`src/rtl/bfp_mult_block_ctrl_if.sv`:
```
// Operand/product handshake bundle for the block-floating-point multiply controller.
// The master drives operands and downstream ready; the slave is the controller.
interface bfp_mult_block_ctrl_if #(
    parameter int FRAC_W = 11,
    parameter int EXP_W  = 5
);
    logic              start;
    logic [EXP_W-1:0]  exp_a;
    logic [EXP_W-1:0]  exp_b;
    logic              in_valid;
    logic              in_ready;
    logic [FRAC_W-1:0] a;
    logic [FRAC_W-1:0] b;
    logic              out_valid;
    logic              out_ready;
    logic [FRAC_W-1:0] out_product;
    logic [EXP_W-1:0]  out_exp;
    logic              out_last;
    logic              ovf;
    logic              busy;

    modport master (
        output start, exp_a, exp_b, in_valid, a, b, out_ready,
        input  in_ready, out_valid, out_product, out_exp, out_last, ovf, busy
    );

    modport slave (
        input  start, exp_a, exp_b, in_valid, a, b, out_ready,
        output in_ready, out_valid, out_product, out_exp, out_last, ovf, busy
    );
endinterface

```
`src/rtl/bfp_mult_block_ctrl.sv`:
```
// Buffers BLOCK_LEN full products, normalises them to one shared exponent, streams them out.
// First product 2 cycles after the last operand; output stalls hold under out_ready=0.
module bfp_mult_block_ctrl #(
    parameter int FRAC_W    = 11,
    parameter int EXP_W     = 5,
    parameter int BLOCK_LEN = 8
) (
    input logic                 clk,
    input logic                 rst_n,
    bfp_mult_block_ctrl_if.slave bus
);
    localparam int P_W   = 2 * FRAC_W;
    localparam int CNT_W = (BLOCK_LEN > 1) ? $clog2(BLOCK_LEN) : 1;
    localparam int SH_W  = $clog2(P_W);
    localparam int SUM_W = EXP_W + 2;
    localparam logic [CNT_W-1:0] LAST = CNT_W'(BLOCK_LEN - 1);

    typedef enum logic [1:0] {IDLE, LOAD, NORM, EMIT} state_t;

    state_t            state_q, state_d;
    logic [CNT_W-1:0]  cnt_q;
    logic [P_W-1:0]    buffer [BLOCK_LEN];
    logic [P_W-1:0]    acc_or_q;
    logic [P_W-1:0]    prod;
    logic [P_W-1:0]    shifted;
    logic [EXP_W-1:0]  exp_a_q, exp_b_q, out_exp_q;
    logic [SH_W-1:0]   msb, shift_c, shift_q;
    logic [SUM_W-1:0]  sum;
    logic              ovf_q, in_fire, out_fire, sat;

    assign prod     = {{FRAC_W{1'b0}}, bus.a} * {{FRAC_W{1'b0}}, bus.b};
    assign in_fire  = (state_q == LOAD) && bus.in_valid;
    assign out_fire = (state_q == EMIT) && bus.out_ready;

    always_comb begin
        msb = '0;
        for (int i = 0; i < P_W; i++) begin
            if (acc_or_q[i]) msb = SH_W'(i);
        end
    end

    // Shift just far enough that the largest product in the block fits FRAC_W bits.
    assign shift_c = (msb >= SH_W'(FRAC_W)) ? msb - SH_W'(FRAC_W - 1) : '0;
    assign sum     = SUM_W'(exp_a_q) + SUM_W'(exp_b_q) + SUM_W'(shift_c);
    assign sat     = |sum[SUM_W-1:EXP_W];
    assign shifted = buffer[cnt_q] >> shift_q;

    assign bus.in_ready    = (state_q == LOAD);
    assign bus.out_valid   = (state_q == EMIT);
    assign bus.out_product = (state_q == EMIT) ? shifted[FRAC_W-1:0] : '0;
    assign bus.out_last    = (state_q == EMIT) && (cnt_q == LAST);
    assign bus.out_exp     = out_exp_q;
    assign bus.ovf         = ovf_q;
    assign bus.busy        = (state_q != IDLE);

    always_comb begin
        state_d = state_q;
        case (state_q)
            IDLE:    if (bus.start) state_d = LOAD;
            LOAD:    if (in_fire && cnt_q == LAST) state_d = NORM;
            NORM:    state_d = EMIT;
            EMIT:    if (out_fire && cnt_q == LAST) state_d = IDLE;
            default: state_d = IDLE;
        endcase
    end

    always_ff @(posedge clk) begin
        if (!rst_n) begin
            state_q   <= IDLE;
            cnt_q     <= '0;
            acc_or_q  <= '0;
            exp_a_q   <= '0;
            exp_b_q   <= '0;
            shift_q   <= '0;
            out_exp_q <= '0;
            ovf_q     <= 1'b0;
        end else begin
            state_q <= state_d;
            case (state_q)
                IDLE: if (bus.start) begin
                    exp_a_q   <= bus.exp_a;
                    exp_b_q   <= bus.exp_b;
                    cnt_q     <= '0;
                    acc_or_q  <= '0;
                    out_exp_q <= '0;
                    ovf_q     <= 1'b0;
                end
                LOAD: if (in_fire) begin
                    acc_or_q <= acc_or_q | prod;
                    cnt_q    <= (cnt_q == LAST) ? '0 : cnt_q + 1'b1;
                end
                NORM: begin
                    shift_q   <= shift_c;
                    out_exp_q <= sat ? {EXP_W{1'b1}} : sum[EXP_W-1:0];
                    ovf_q     <= sat;
                end
                EMIT: if (out_fire) begin
                    cnt_q <= (cnt_q == LAST) ? '0 : cnt_q + 1'b1;
                end
                default: ;
            endcase
        end
    end

    // Product storage needs no reset: every entry is rewritten before it is read.
    always_ff @(posedge clk) begin
        if (in_fire) buffer[cnt_q] <= prod;
    end
endmodule
```
`src/flat_wrapper.sv`:
```
// flat-port wrapper written by rule: the top's interface ports become plain ports
module bfp_mult_block_ctrl_flat 
#(
    parameter int FRAC_W    = 11,
    parameter int EXP_W     = 5,
    parameter int BLOCK_LEN = 8
)
  (clk, rst_n, bus_start, bus_exp_a, bus_exp_b, bus_in_valid, bus_a, bus_b, bus_out_ready, bus_in_ready, bus_out_valid, bus_out_product, bus_out_exp, bus_out_last, bus_ovf, bus_busy);
  bfp_mult_block_ctrl_if #(.FRAC_W(FRAC_W), .EXP_W(EXP_W)) bus_i ();
  input logic clk;
  input logic rst_n;
  input wire logic [$bits(bus_i.start)-1:0] bus_start;
  input wire logic [$bits(bus_i.exp_a)-1:0] bus_exp_a;
  input wire logic [$bits(bus_i.exp_b)-1:0] bus_exp_b;
  input wire logic [$bits(bus_i.in_valid)-1:0] bus_in_valid;
  input wire logic [$bits(bus_i.a)-1:0] bus_a;
  input wire logic [$bits(bus_i.b)-1:0] bus_b;
  input wire logic [$bits(bus_i.out_ready)-1:0] bus_out_ready;
  output wire logic [$bits(bus_i.in_ready)-1:0] bus_in_ready;
  output wire logic [$bits(bus_i.out_valid)-1:0] bus_out_valid;
  output wire logic [$bits(bus_i.out_product)-1:0] bus_out_product;
  output wire logic [$bits(bus_i.out_exp)-1:0] bus_out_exp;
  output wire logic [$bits(bus_i.out_last)-1:0] bus_out_last;
  output wire logic [$bits(bus_i.ovf)-1:0] bus_ovf;
  output wire logic [$bits(bus_i.busy)-1:0] bus_busy;
  assign bus_i.start = bus_start;
  assign bus_i.exp_a = bus_exp_a;
  assign bus_i.exp_b = bus_exp_b;
  assign bus_i.in_valid = bus_in_valid;
  assign bus_i.a = bus_a;
  assign bus_i.b = bus_b;
  assign bus_i.out_ready = bus_out_ready;
  assign bus_in_ready = bus_i.in_ready;
  assign bus_out_valid = bus_i.out_valid;
  assign bus_out_product = bus_i.out_product;
  assign bus_out_exp = bus_i.out_exp;
  assign bus_out_last = bus_i.out_last;
  assign bus_ovf = bus_i.ovf;
  assign bus_busy = bus_i.busy;
  bfp_mult_block_ctrl #(.FRAC_W(FRAC_W), .EXP_W(EXP_W), .BLOCK_LEN(BLOCK_LEN)) u_core (.clk(clk), .rst_n(rst_n), .bus(bus_i));
endmodule
```
`config.mk`:
```
export PLATFORM = sky130hd
export DESIGN_NAME = bfp_mult_block_ctrl_flat
export DESIGN_NICKNAME = d
export VERILOG_FILES = /design/src/rtl/bfp_mult_block_ctrl_if.sv /design/src/rtl/bfp_mult_block_ctrl.sv /design/src/flat_wrapper.sv
export SDC_FILE = /design/constraint.sdc
export NUM_CORES = 1
export LEC_CHECK = 0
export ABC_CLOCK_PERIOD_IN_PS = 5210
export BUFFER_PORTS_ARGS = -buffer_cell sky130_fd_sc_hd__buf_2
export CAP_MARGIN = 20
export CORE_ASPECT_RATIO = 0.7
export CORE_MARGIN = 1.5
export CORE_UTILIZATION = 49
export CTS_BUF_LIST = sky130_fd_sc_hd__clkbuf_4
export DETAILED_ROUTE_END_ITERATION = 8
export PLACE_DENSITY = 0.79
export SLEW_MARGIN = 5
export SYNTH_ARGS = -nofsm -noshare
export SYNTH_HDL_FRONTEND = slang
export SYNTH_SLANG_ARGS = --single-unit
export TNS_END_PERCENT = 10
```
`constraint.sdc`:
```
create_clock -name clk -period 5.21 [get_ports clk]
set_clock_uncertainty 0.05 [all_clocks]
set_input_delay 0.2605 -clock clk [delete_from_list [all_inputs] [get_ports clk]]
set_output_delay 0.2605 -clock clk [all_outputs]
set_load 0.005 [all_outputs]
```
== Yosys cells after proc, flatten, opt, wreduce, memory -nomap -nowiden ==
Memory sizes are Yosys's and may differ from the RTL's. A register that Yosys moved wholly into a read port is not among the register bits.
Cells that the tools add are included.

* Output and inout port bits: 21
* Bits in latches: 0
* Register bits: 48
* Bits of input ports: 37
* Bits in read-only memories: 0
* RAM bits: 176
* Memories: 1

{| class="wikitable"
|+ Memory list
! memory !! words !! bits a word !! read ports !! clocked after Yosys merged registers in !! wr ports !! line !! RTL
|-
| u_core.buffer || 8 || 22 || 1 || 1 || 1 || bfp_mult_block_ctrl.sv:22 || <nowiki>logic [P_W-1:0] buffer [BLOCK_LEN];</nowiki>
|}

* $mul: 1
* Bitwise logic cells: 1
* Shifts and indexed selects: 1
* Div/mod/pow operators: 0
* Add/subtract/negate cells: 4
* Reduce and logical (&&, ||, !) cells: 16
* Order comparisons: 1
* Multiplexer cells: 44
* Equality and inequality tests: 9

{| class="wikitable"
|+ Operator list
! cell !! number
|-
| $mux W5 || 9
|-
| $mux W22 || 2
|-
| $pmux W22 S2 || 1
|-
| $mux W4 || 8
|-
| $mux W3 || 10
|-
| $mul A11 B11 Y22 || 1
|-
| $or A22 B22 Y22 || 1
|-
| $shr A22 B5 Y11 || 1
|-
| $mux W11 || 1
|-
| $mux W2 || 5
|-
| $pmux W5 S2 || 1
|-
| $pmux W3 S3 || 1
|-
| $ne A2 B1 Y1 const B || 4
|-
| $pmux W2 S4 || 1
|-
| $add A7 B5 Y7 || 1
|-
| $add A5 B5 Y6 || 1
|-
| $reduce_and A3 Y1 || 2
|-
| $reduce_bool A2 Y1 || 3
|-
| $ge A5 B4 Y1 const B || 1
|-
| $logic_and A1 B1 Y1 || 5
|-
| $sub A5 B4 Y5 const B || 1
|-
| $eq A2 B2 Y1 const B || 2
|-
| $mux W1 || 4
|-
| $reduce_and A2 Y1 || 2
|-
| 9 further kinds || 9
|}

== Depth between registers and ports, before layout ==
* Depth in word-level cells: 27
* Depth in mapped cells: 20

== Worst setup path before layout ==
Ideal clock, no wire load.

* Path type: input to register
* Start point: input port bus_b[2]
* End point: memory u_core.buffer[0][20] (netlist bit) (data pin)
* Stages on the path: 19
* Path slack: -0.177 ns
* Setup time: 0.231 ns
* Arrival: 5.106 ns
* Path buffers: 1
* Cell sequence: clkbuf_1 nand2_1 fa_1 inv_1 fa_1 inv_1 fa_1 inv_1 fa_1 inv_1 fa_1 inv_1 ha_1 o211ai_1 and2_1 a2111oi_0 or3_1 a41oi_1 xnor2_1

* Word-level cells in the longest chain between the ends: 1

{| class="wikitable"
|+ RTL lines
! element !! line !! RTL
|-
| from (decl) || flat_wrapper.sv:17 || <nowiki>input wire logic [$bits(bus_i.b)-1:0] bus_b;</nowiki>
|-
| $mul A11 B11 Y22 || bfp_mult_block_ctrl.sv:31 || <nowiki>assign prod = {{FRAC_W{1'b0}}, bus.a} * {{FRAC_W{1'b0}}, bus.b};</nowiki>
|-
| net u_core.prod[20] || bfp_mult_block_ctrl.sv:24 || <nowiki>logic [P_W-1:0] prod;</nowiki>
|-
| to (decl) || bfp_mult_block_ctrl.sv:22 ||
|}

The timed path passes the listed nets, and every way through them passes these cells.

== Final worst setup path ==
* Start point: input port bus_a[8]
* End point: memory u_core.buffer[0][21] (netlist bit) (data pin)

* Word-level cells in the longest chain between the ends: 1

{| class="wikitable"
|+ RTL lines
! element !! line !! RTL
|-
| from (decl) || flat_wrapper.sv:16 || <nowiki>input wire logic [$bits(bus_i.a)-1:0] bus_a;</nowiki>
|-
| $mul A11 B11 Y22 || bfp_mult_block_ctrl.sv:31 ||
|-
| net u_core.prod[21] || bfp_mult_block_ctrl.sv:24 ||
|}

The timed path passes the listed nets, and every way through them passes these cells.

==> summary.txt <==
Global routing
  – Total grt overflow: 0
  – Global-route wire length before repair: 51900 microns
  – Antenna violations before repair: 1
  – Largest net degree at the start of global routing: 45
  – Vias in the first global route: 10145
  – GRT Util Overall: 22.0%

Setup path
  – CP max FO: 8
  – Arr. time, crit path: 5.26 ns
  – CP Launch Type: input pin
  – Worst reg2reg startpoint: u_core.acc_or_q[2]
  – Critical Path RT: 5.50 ns
  – Reg2Reg Depth: 19
  – R2R setup slack: 0.49 ns
  – Reg-to-reg endpoint: u_core.bus.ovf
  – CP endpoint kind: register
  – Critical path class: in2reg

CTS
  – Max H-tree Level: 2
  – Root Buffer: clkbuf_4
  – Clk_lat worst skew: 0.66 ns
  – Worst-path clk slew: 0.07 ns
  – Maximum root-to-sink buffer count: 3
  – CTS tree: done
  – CTS buffer count: 51
  – CTS sink count: 226

Synth
  – Post-synth EDFFs: 176
  – Async SR Flop Fraction: 0%
  – Syn Area/Cell: 12.1 sq um
  – Register bit count reported by yosys: 226
  – Syn Inst Count: 1177
  – Synth Area in XOR/XNOR: 1.23%
  – Post-synthesis adder-cell area fraction: 18.4%
  – Multiplexer area fraction after synthesis: 12.5%
  – Syn nets: 1374
  – Mapped cell area: 14200 sq um
  – Complex-gate fraction of the synthesized area: 7.18%
  – Total number of yosys warnings: 0
  – Post-synthesis sequential area ratio: 44.3%
  – Top FF cell, synth: edfxtp_1
  – Largest family of logic cells by synthesized area: adder cells
  – Simple-gate area share of the yosys netlist: 11.4%
  – Netlist cell types: 58

Floorplanning
  – Die height: 145 microns
  – Die area: 30000 sq um
  – Die Wd: 206 microns
  – Starting Density: 50.4%
  – Total core area: 28100 sq um
  – IO Pins: 58
  – Rows: 51

Route
  – Post-DRT Antenna Nets: 0
  – WL per Instance: 18.2 microns
  – Post-DR vias/cell: 5.62
  – Drt pass-1 iters: 5
  – DRC: 0
  – Total Wirelength: 31300 microns
  – Vias: 9670
  – DR iter-0 viols: 872

Placement
  – # port buffers: 57
  – Dpl cells: 1616
  – Pre-CTS setup slack: -0.375 ns
  – DP Wirelength: 22600 microns
  – Routability Congestion: 0.861
  – Cell area after placement: 15200 sq um

Min path
  – Hold Crit Class: in2reg
  – Worst Min Path Start: bus_out_ready
  – End of the worst hold path: u_core.state_q[0]
  – Hold Path Depth: 4

STA
  – Final setup fails: 0
  – Setup repair after global routing missed its margin: false
  – Final worst-path cycle share: 95.4%
  – Minimum clock period: 4.97 ns
  – Least-Margin Pin Slew: 1.06 ns
  – Final worst-path setup slack: 0.238 ns
  – Final hold viol count: 0
  – Hold Slack: 0.130 ns
  – Fmax: 0.201 GHz
  – Slew margin rel.: 28.7%
  – Slew Viols, Final: 0
  – Fin Setup TNS: 0 ns

Finish
  – Non-Filler Instances: 1721
  – Layout area overhead: 13.4%
  – Share of cells above drive strength 1: 21.6%
  – Finished Cell Area: 16100 sq um
  – Final Util: 57.2%
  – Fin nets: 1507

Power
  – Overall Power: 9.70 mW
  – Worst VDD drop: 0.454 mV
  – Leak pwr: 6.50 nW
  – Pwr Density: 603 nW/um^2

Outcome
  – Status: finished clean

Flow run
  – Max-cap violations: 0
critical path, cell delays in order:
cell	delay, ns
buf_2	0.11
and2_1	0.17
fa_1	0.54
inv_1	0.06
fa_1	0.52
inv_1	0.07
fa_1	0.53
inv_1	0.05
fa_1	0.45
fa_1	0.49
inv_1	0.04
ha_1	0.18
or2_2	0.32
o41ai_2	0.32
buf_4	0.17
a21oi_1	0.10
a21oi_1	0.20
a21oi_1	0.12
xnor2_1	0.57
power by group:
part	internal, mW	switching [mW]	leakage, nW	total, mW
registers	2.88	0.119	2.00	3.00
clock network	0.833	0.672	0.430	1.51
logic	2.10	3.10	4.07	5.20
total	5.81	3.89	6.50	9.70
cell usage in the layout (no fill, tap or decap), types with 48 or more instances in the layout:
| cell | Yosys | layout |
|---|---|---|
| clkbuf_4 | 0 | 85 |
| inv_1 | 117 | 117 |
| nand2_1 | 104 | 104 |
| nor2_1 | 61 | 55 |
| ha_1 | 78 | 78 |
| fa_1 | 82 | 82 |
| buf_4 | 2 | 68 |
| a21oi_1 | 49 | 49 |
| dfxtp_1 | 50 | 48 |
| buf_2 | 6 | 57 |
| and2_1 | 86 | 86 |
| edfxtp_1 | 176 | 176 |
registers in the layout, summed over array words and instances, names as in the netlist, named ones only:
register / flops
u_core.bus.out_exp: 5
u_core.buffer: 176
u_core.exp_a_q: 5
u_core.state_q: 2
u_core.exp_b_q: 5
u_core.acc_or_q: 21
u_core.shift_q: 5
u_core.cnt_q: 3
u_core.bus.ovf: 1
logic make-up after synthesis:
logic type      count (synthesis)
buf+inv                       174
xor+xnor                       20
compound gates                158
fa+ha+maj                     160
flops                         226
mux                           113
simple gates                  326
synth_stat cells, types with 15 or more instances:
library cell / n / area, sq um
nor2_1: 61 / 229
ha_1: 78 / 976
dfxtp_1: 50 / 1000
clkbuf_1: 37 / 139
and2_1: 86 / 538
a21boi_0: 15 / 113
mux2i_1: 40 / 400
mux4_2: 32 / 721
mux2_2: 28 / 315
edfxtp_1: 176 / 5290
a21oi_1: 49 / 245
inv_1: 117 / 439
o21ai_0: 24 / 120
xnor2_1: 17 / 149
fa_1: 82 / 1640
nand2_1: 104 / 390
final cells by class:
class	count	area (sq um)
well taps	371	464
multi-input cells	777	7270
clock buffers	85	638
diodes	1	2.50
repair buffers	136	906
flip-flops and latches	226	6290
clock inverters	7	83.8
inverters	118	443
fillers	2205	12000
metal layers:
metal  global-route usage, %  up-vias  routed length [microns]
met1                    30.6     4874                    14000
met5                       0        -                        0
met2                    36.0      308                    15000
met4                    5.07        0                      390
met3                    4.16       33                     1920
li1                        -     4455                        -
worst max-delay path by stage:
stage,slack (ns),from,end
floorplan,-0.03,bus_b[2],u_core.acc_or_q[20]
global placement,-0.22,bus_a[8],u_core.buffer[1][21]
detailed placement,-0.37,bus_a[8],u_core.buffer[0][21]
CTS,0.29,bus_b[2],u_core.buffer[1][20]
global route,0.05,u_core.acc_or_q[2],u_core.bus.ovf
finish,0.24,bus_a[8],u_core.buffer[0][21]
what timing repair did:
| item | in CTS | in global routing |
|---|---|---|
| resized for setup | 0 | 1 |
| hold buffers | 11 | 0 |
| endpoints found under the setup margin | 0 | 5 |
| hold endpoints to repair | 13 | 0 |
| buffers inserted | 0 | 0 |
Power figures use the tool's default switching activity.
